**src/rtl/mips_pipe_pkg.sv**
```systemverilog
// Shared definitions for the MIPS pipeline stages: load-size encodings and
// datapath-width helpers used by the MEM->WB stage and the load aligner.
package mips_pipe_pkg;

  // Load access size as carried down the pipe from decode.
  typedef enum logic [1:0] {
    LD_BYTE  = 2'b00,
    LD_HALF  = 2'b01,
    LD_WORD  = 2'b10,
    LD_DWORD = 2'b11
  } load_size_e;

  // Only 32- and 64-bit datapaths are supported by the core.
  function automatic bit data_w_legal(input int w);
    return (w == 32) || (w == 64);
  endfunction

  // Number of address bits that select a byte lane within a data word.
  function automatic int lane_off_w(input int w);
    return (w == 64) ? 3 : 2;
  endfunction

endpackage

```
**src/rtl/load_align.sv**
```systemverilog
// Combinational sub-word load aligner: picks the addressed field out of a
// full little-endian memory word and zero/sign-extends it to DATA_W.
// Also used by the cache refill path, so it carries no state.
module load_align #(
  parameter int DATA_W = 32,
  parameter int OFF_W  = 2
) (
  input  logic [DATA_W-1:0] rdata,
  input  logic [OFF_W-1:0]  offset,
  input  logic [1:0]        size,
  input  logic              is_unsigned,
  output logic [DATA_W-1:0] value
);
  import mips_pipe_pkg::*;

  localparam logic [DATA_W-1:0] ONE_V      = DATA_W'(1);
  localparam logic [DATA_W-1:0] ALL_ONES_V = {DATA_W{1'b1}};
  // Lane masks that drop the low offset bits for naturally aligned halves/words.
  localparam logic [OFF_W-1:0]  HALF_MASK  = ~OFF_W'(1);
  localparam logic [OFF_W-1:0]  WORD_MASK  = ~OFF_W'(3);

  logic [OFF_W-1:0]  lane_s;
  logic [6:0]        field_w_s;
  logic [DATA_W-1:0] shifted_s;
  logic [DATA_W-1:0] keep_mask_s;
  logic [DATA_W-1:0] sign_mask_s;
  logic              sign_bit_s;

  // Choose the starting lane and field width for the requested access size.
  always_comb begin
    lane_s    = {OFF_W{1'b0}};
    field_w_s = 7'd32;
    case (size)
      LD_BYTE: begin
        lane_s    = offset;
        field_w_s = 7'd8;
      end
      LD_HALF: begin
        lane_s    = offset & HALF_MASK;
        field_w_s = 7'd16;
      end
      LD_WORD: begin
        lane_s    = offset & WORD_MASK;
        field_w_s = 7'd32;
      end
      LD_DWORD: begin
        // A 32-bit datapath has no dword loads; fall back to a word access.
        if (DATA_W == 64) begin
          lane_s    = {OFF_W{1'b0}};
          field_w_s = 7'd64;
        end else begin
          lane_s    = offset & WORD_MASK;
          field_w_s = 7'd32;
        end
      end
      default: begin
        lane_s    = {OFF_W{1'b0}};
        field_w_s = 7'd32;
      end
    endcase
  end

  // Shift the field down to bit 0, then mask and extend it to full width.
  always_comb begin
    shifted_s   = rdata >> {lane_s, 3'b000};
    // Shifting all-ones by the full width yields zero, so a full-width field keeps everything.
    keep_mask_s = ~(ALL_ONES_V << field_w_s);
    sign_mask_s = ONE_V << (field_w_s - 7'd1);
    sign_bit_s  = |(shifted_s & sign_mask_s);
    if (sign_bit_s && !is_unsigned) begin
      value = (shifted_s & keep_mask_s) | ~keep_mask_s;
    end else begin
      value = shifted_s & keep_mask_s;
    end
  end

endmodule

```
**src/rtl/mem_wb_stage.sv**
```systemverilog
// MEM->WB pipeline register of the 5-stage MIPS core. Captures the ALU result,
// aligned load data and write-back control, supports stall/flush and counts
// retired instructions. Outputs feed the register file and forwarding network.
module mem_wb_stage #(
  parameter int DATA_W   = 32,
  parameter int RADDR_W  = 5,
  parameter int CNT_W    = 32,
  parameter int ZERO_REG = 1
) (
  input  logic               clk,
  input  logic               reset,
  input  logic               stall,
  input  logic               flush,
  input  logic               in_valid,
  input  logic               in_reg_write,
  input  logic               in_mem_to_reg,
  input  logic [RADDR_W-1:0] in_rd,
  input  logic [DATA_W-1:0]  in_alu_result,
  input  logic [DATA_W-1:0]  in_mem_rdata,
  input  logic [1:0]         in_load_size,
  input  logic               in_load_unsigned,
  input  logic               cnt_clear,
  output logic               wb_valid,
  output logic               wb_reg_write,
  output logic [RADDR_W-1:0] wb_rd,
  output logic [DATA_W-1:0]  wb_data,
  output logic [CNT_W-1:0]   retire_count
);
  import mips_pipe_pkg::*;

  localparam int OFF_W = lane_off_w(DATA_W);

  if (!data_w_legal(DATA_W)) begin : g_illegal_data_w
    $error("mem_wb_stage: DATA_W must be 32 or 64");
  end

  logic [DATA_W-1:0]  aligned_s;
  logic [DATA_W-1:0]  wb_value_s;
  logic               rd_blocked_s;
  logic               reg_write_s;
  logic               capture_s;

  logic               wb_valid_r;
  logic               wb_reg_write_r;
  logic [RADDR_W-1:0] wb_rd_r;
  logic [DATA_W-1:0]  wb_data_r;
  logic [CNT_W-1:0]   retire_count_r;

  load_align #(
    .DATA_W (DATA_W),
    .OFF_W  (OFF_W)
  ) u_load_align (
    .rdata       (in_mem_rdata),
    .offset      (in_alu_result[OFF_W-1:0]),
    .size        (in_load_size),
    .is_unsigned (in_load_unsigned),
    .value       (aligned_s)
  );

  // Write-back mux, zero-register suppression and capture qualification.
  always_comb begin
    if (in_mem_to_reg) begin
      wb_value_s = aligned_s;
    end else begin
      wb_value_s = in_alu_result;
    end
    rd_blocked_s = (ZERO_REG != 0) && (in_rd == {RADDR_W{1'b0}});
    reg_write_s  = in_valid && in_reg_write && !rd_blocked_s;
    capture_s    = !flush && !stall;
  end

  // Stage registers: flush inserts a bubble, stall holds, otherwise capture.
  always_ff @(posedge clk or posedge reset) begin
    if (reset) begin
      wb_valid_r     <= 1'b0;
      wb_reg_write_r <= 1'b0;
      wb_rd_r        <= {RADDR_W{1'b0}};
      wb_data_r      <= {DATA_W{1'b0}};
    end else if (flush) begin
      // rd/data are left as-is; only the valid/write qualifiers are killed.
      wb_valid_r     <= 1'b0;
      wb_reg_write_r <= 1'b0;
    end else if (!stall) begin
      wb_valid_r     <= in_valid;
      wb_reg_write_r <= reg_write_s;
      wb_rd_r        <= in_rd;
      wb_data_r      <= wb_value_s;
    end else begin
      wb_valid_r     <= wb_valid_r;
      wb_reg_write_r <= wb_reg_write_r;
      wb_rd_r        <= wb_rd_r;
      wb_data_r      <= wb_data_r;
    end
  end

  // Retire counter: clear beats increment and is honoured even while stalled/flushed.
  always_ff @(posedge clk or posedge reset) begin
    if (reset) begin
      retire_count_r <= {CNT_W{1'b0}};
    end else if (cnt_clear) begin
      retire_count_r <= {CNT_W{1'b0}};
    end else if (capture_s && in_valid) begin
      retire_count_r <= retire_count_r + CNT_W'(1);
    end else begin
      retire_count_r <= retire_count_r;
    end
  end

  assign wb_valid     = wb_valid_r;
  assign wb_reg_write = wb_reg_write_r;
  assign wb_rd        = wb_rd_r;
  assign wb_data      = wb_data_r;
  assign retire_count = retire_count_r;

endmodule

```
**config.mk**
```make
export PLATFORM = sky130hd
export DESIGN_NAME = mem_wb_stage
export DESIGN_NICKNAME = d
export VERILOG_FILES = /design/src/rtl/mips_pipe_pkg.sv /design/src/rtl/load_align.sv /design/src/rtl/mem_wb_stage.sv
export SDC_FILE = /design/constraint.sdc
export NUM_CORES = 1
export LEC_CHECK = 0
export BUFFER_PORTS_ARGS = -buffer_cell sky130_fd_sc_hd__buf_2
export CELL_PAD_IN_SITES_DETAIL_PLACEMENT = 1
export CELL_PAD_IN_SITES_GLOBAL_PLACEMENT = 1
export CORE_ASPECT_RATIO = 1.25
export CORE_MARGIN = 1.5
export CORE_UTILIZATION = 30
export CTS_CLUSTER_DIAMETER = 100
export CTS_CLUSTER_SIZE = 28
export DETAILED_ROUTE_END_ITERATION = 6
export GPL_ROUTABILITY_DRIVEN = 0
export HOLD_SLACK_MARGIN = 0.12
export MAX_ROUTING_LAYER = met4
export PLACE_DENSITY = 0.71
export SYNTH_ARGS = -nofsm -noshare
export SYNTH_HDL_FRONTEND = slang
export SYNTH_HIERARCHICAL = 1
export SYNTH_SLANG_ARGS = --single-unit
```
**constraint.sdc**
```tcl
create_clock -name clk -period 3.09 [get_ports clk]
set_clock_uncertainty 0.1 [all_clocks]
set_input_delay 0.618 -clock clk [delete_from_list [all_inputs] [get_ports clk]]
set_output_delay 0.618 -clock clk [all_outputs]
set_load 0.005 [all_outputs]
```
==> impl_metrics.csv <==
group,metric,value,unit
logic_synthesis,synthFlopType,"dfrtp_1",
layout,post_route_cells_drive_above_1_share,36.6,%
power_and_ir_drop,intPower,0.00192,W
setup_path,crit_fanout,17,
placement,place.detailed.hpwl,10200,um
power_and_ir_drop,power_switching_share,25.7,%
die,die_h,135,um
logic_synthesis,synth.largest_area_cell,"dfrtp_1",
die,core_region_area,13800,um^2
die,fp-row-count,48,
power_and_ir_drop,switching_power,0.000663,W
logic_synthesis,yosysWarningCount,6,
sta,rsz_0062_raised_after_global_routing,"false",
layout,instances_no_fill,762,
global_routing,pin_count_of_the_biggest_net_entering_global_routing,45,
global_routing,gr-usage-met3,2.74,%
layout,final_nets,663,
sta,finalSetupViolCount,0,
sta,max_freq,0.435,GHz
die,start_util,30.5,%
logic_synthesis,synth.ff_latch_count,71,
power_and_ir_drop,power_density,476,nW/um^2
logic_synthesis,synth_top_cell_area_share,42.3,%
setup_path,endpoint_kind,"flop",
logic_synthesis,async_reset_ff_share,100,%
logic_synthesis,synth_top_cells_by_area,"dfrtp_1 (42%), mux2i_1 (7.9%), nand2_1 (6.2%)",
setup_path,worst_path_max_delay_cell,"or4b_1",
clock_network,tritoncts_buffer_count,9,
clock_network,post_cts_resized,0,
setup_path,timing.critical_path.cells,"buf_2 > or4b_1 > o221ai_2 > or4b_1 > buf_4 > nand3_1 > mux2i_1 > o21ai_0",
clock_network,post_cts_hold_buffer_count,0,
global_routing,gr-usage-met1,22.7,%
global_routing,gr-max-usage-layer,"met2",
clock_network,worst_setup_hold_path_clk_slew,0.06,ns
setup_path,critical_path.most_common_cell,"or4b_1",
setup_path,crit_type,"in2reg",
setup_path,data_required_time_of_the_critical_path,3.17,ns
sta,timing_worst_slew_pin_value,0.796,ns
power_and_ir_drop,pwr-share-clk,43.7,%
min_path,holdCritPathClass,"in2async",
sta,timing.final.crit_period,2.30,ns
drt,dr.first_iter.drc_count,202,
die,die_outline_area,14700,um^2
global_routing,globalRouteTotalUtil,19.3,%
placement,place_inst,746,
setup_path,timing.reg2reg.setup_slack,0.85,ns
drt,antenna_left,0,
layout,n_fill_cell,1642,
logic_synthesis,synth-edff-count,0,
clock_network,clock_tree.root_cell,"clkbuf_16",
power_and_ir_drop,p_comb_share,15.9,%
power_and_ir_drop,power.leakage,2.71,nW
layout,num_antenna_cells,0,
power_and_ir_drop,ir_worst_vdd,249,uV
logic_synthesis,post_synth_num_cell_types,44,
sta,timing.setup.tns,0,ns
global_routing,grt_pass1_wl,21200,um
placement,port_buffers,150,
status,outcome,"finished, final reports clean",
global_routing,vias_in_the_first_global_route,4150,
logic_synthesis,postSynthAreaPerCell,9.46,um^2
sta,slew_headroom,46.9,%
logic_synthesis,share_of_synthesized_area_occupied_by_flip_flops_and_latches,42.3,%
logic_synthesis,mappedNetlistArea,4200,um^2
clock_network,cts_post_setup_buffers_inserted,0,
drt,drt_first_pass_iters,4,
drt,vias,3962,
power_and_ir_drop,reg_power_share,40.3,%
clock_network,cts_max_path_buffers,2,
clock_network,clock_insertion_delay_at_the_later_pin_of_the_skew_report,0.33,ns
global_routing,grt_use_met2,33.5,%
drt,avgRoutedWirePerCell,17.4,um
setup_path,critPathMaxStageDelay,0.56,ns
drt,wire_length_after_detailed_routing,13300,um
sta,final_hold_viol_count,0,
setup_path,critPathLaunchType,"primary input",
global_routing,grt_antenna_before_repair,0,
global_routing,grt_overflow,0,
sta,final_min_period_over_clock_period,74.4,%
sta,layout_setup_ws,0.792,ns
flow_run,max-cap-violations,0,
clock_network,clock_tree.htree_level_count,3,
clock_network,cts_tree,"done",
drt,detail_route.drc_violations,0,
setup_path,critPathArrivalTime,2.38,ns
die,die_x,109,um
drt,post_drt_via_cell_ratio,5.20,
placement,place_ws,0.436,ns
clock_network,cts.sinks,71,
die,boundaryPins,151,
logic_synthesis,syn_nets,525,
layout,area_growth,29.2,%
sta,final-max-slew-violation-count,0,
logic_synthesis,syn_inst,444,
## synth_stat cells, types with 7 or more instances
master,instances
dfrtp_1,71
nand2_1,69
o21ai_0,41
mux2i_1,33
nor2_1,22
a21oi_1,18
clkbuf_1,17
mux2_2,13
and3_1,12
nand2b_1,11
nand3_1,11
nand3_2,10
buf_2,8
nor2b_1,8
xor2_1,8
mux4_2,7
o22ai_1,7
o31ai_1,7
or3_1,7
or4_1,7
## metrics by stage
step | util, % | hold slack, ns | total power [W] | instance area [um^2]
CTS | 39.5 | 0.349 | 0.00263 | 5430
global route | 39.5 | 0.372 | 0.00271 | 5430
finish | 39.5 | 0.317 | 0.00259 | 5430
global placement | 37.1 | 0.360 | 0.00146 | 5100
detailed placement | 37.1 | 0.365 | 0.00148 | 5100
floorplan | - | 0.373 | 0.00127 | 4200
## layout make-up
| cell class | count | area, um^2 | area share, % |
|---|---|---|---|
| inverters | 4 | 15.0 | 0.277 |
| well taps | 175 | 219 | 4.04 |
| flip-flops and latches | 71 | 1780 | 32.7 |
| clock buffers | 11 | 243 | 4.47 |
| repair buffers | 161 | 846 | 15.6 |
| clock inverters | 5 | 81.3 | 1.50 |
| multi-input cells | 335 | 2250 | 41.4 |
## cell usage in the layout, fill, tap and decap left out, drive strengths merged, types with 2 or more instances in the layout
cell     instances
nor2            22
mux4             7
nand2           69
nand4            5
or3              8
or2              3
a21oi           18
nand2b          11
inv              4
and4             7
o211ai           3
and3            12
clkinv           2
o2111ai          5
nor3b            2
or4b             3
nor4             6
clkbuf          11
mux2i           33
nand3           21
mux2            13
o31ai            7
or4              7
o21ai           41
xor2             8
nor2b            8
buf            161
dfrtp           71
bufinv           2
o22ai            7
## final timing paths
kind                                        from                to  depth (start not counted)
min in group clk                      wb_data[0]        wb_data[0]                          2
worst min register to register        wb_data[0]        wb_data[0]                          2
worst min-delay path                       reset        wb_data[7]                          2
max in group asynchronous                  reset        wb_data[2]                          3
worst max register to register  retire_count[11]  retire_count[31]                          4
worst max-delay path             in_load_size[0]       wb_data[19]                          8
## state kept, by name (all words and copies together) (netlist names)
register,cells
retire_count,32
wb_data,32
wb_rd,5
wb_reg_write,1
wb_valid,1
## power groups by stage
stage	registers (W)	clock network (W)	logic, W
floorplan	0.00106	0	0.000205
global placement	0.00106	0	0.000406
detailed placement	0.00106	0	0.000421
CTS	0.00104	0.00117	0.000421
global route	0.00105	0.00120	0.000456
finish	0.00104	0.00113	0.000412
## kinds of logic (layout without fill, tap and decap cells)
| group | count (synthesis) | count (layout) | share of synthesized area, % |
|---|---|---|---|
| compound gates | 83 | 83 | 11.6 |
| xor+xnor | 9 | 9 | 1.88 |
| fa+ha+maj | 1 | 1 | 0.298 |
| buf+inv | 38 | 181 | 4.38 |
| flops | 71 | 71 | 42.3 |
| mux | 53 | 53 | 15.1 |
| simple gates | 189 | 189 | 24.5 |
## metal layers
metal	part of all wire (%)	vias up	routed length (um)
met3	5.1	11	680
met1	42	1928	5550
li1	-	1883	-
met5	0	-	0
met4	1.2	0	154
met2	52	140	6910
## critical path: cells and delay by family
family	cells	cell delay, ns
muxes	1	0.17
buffers and inverters	2	0.43
AOI/OAI and AO/OA	2	0.32
and+or+nand+nor	3	0.84
Power figures use the tool's default switching activity.
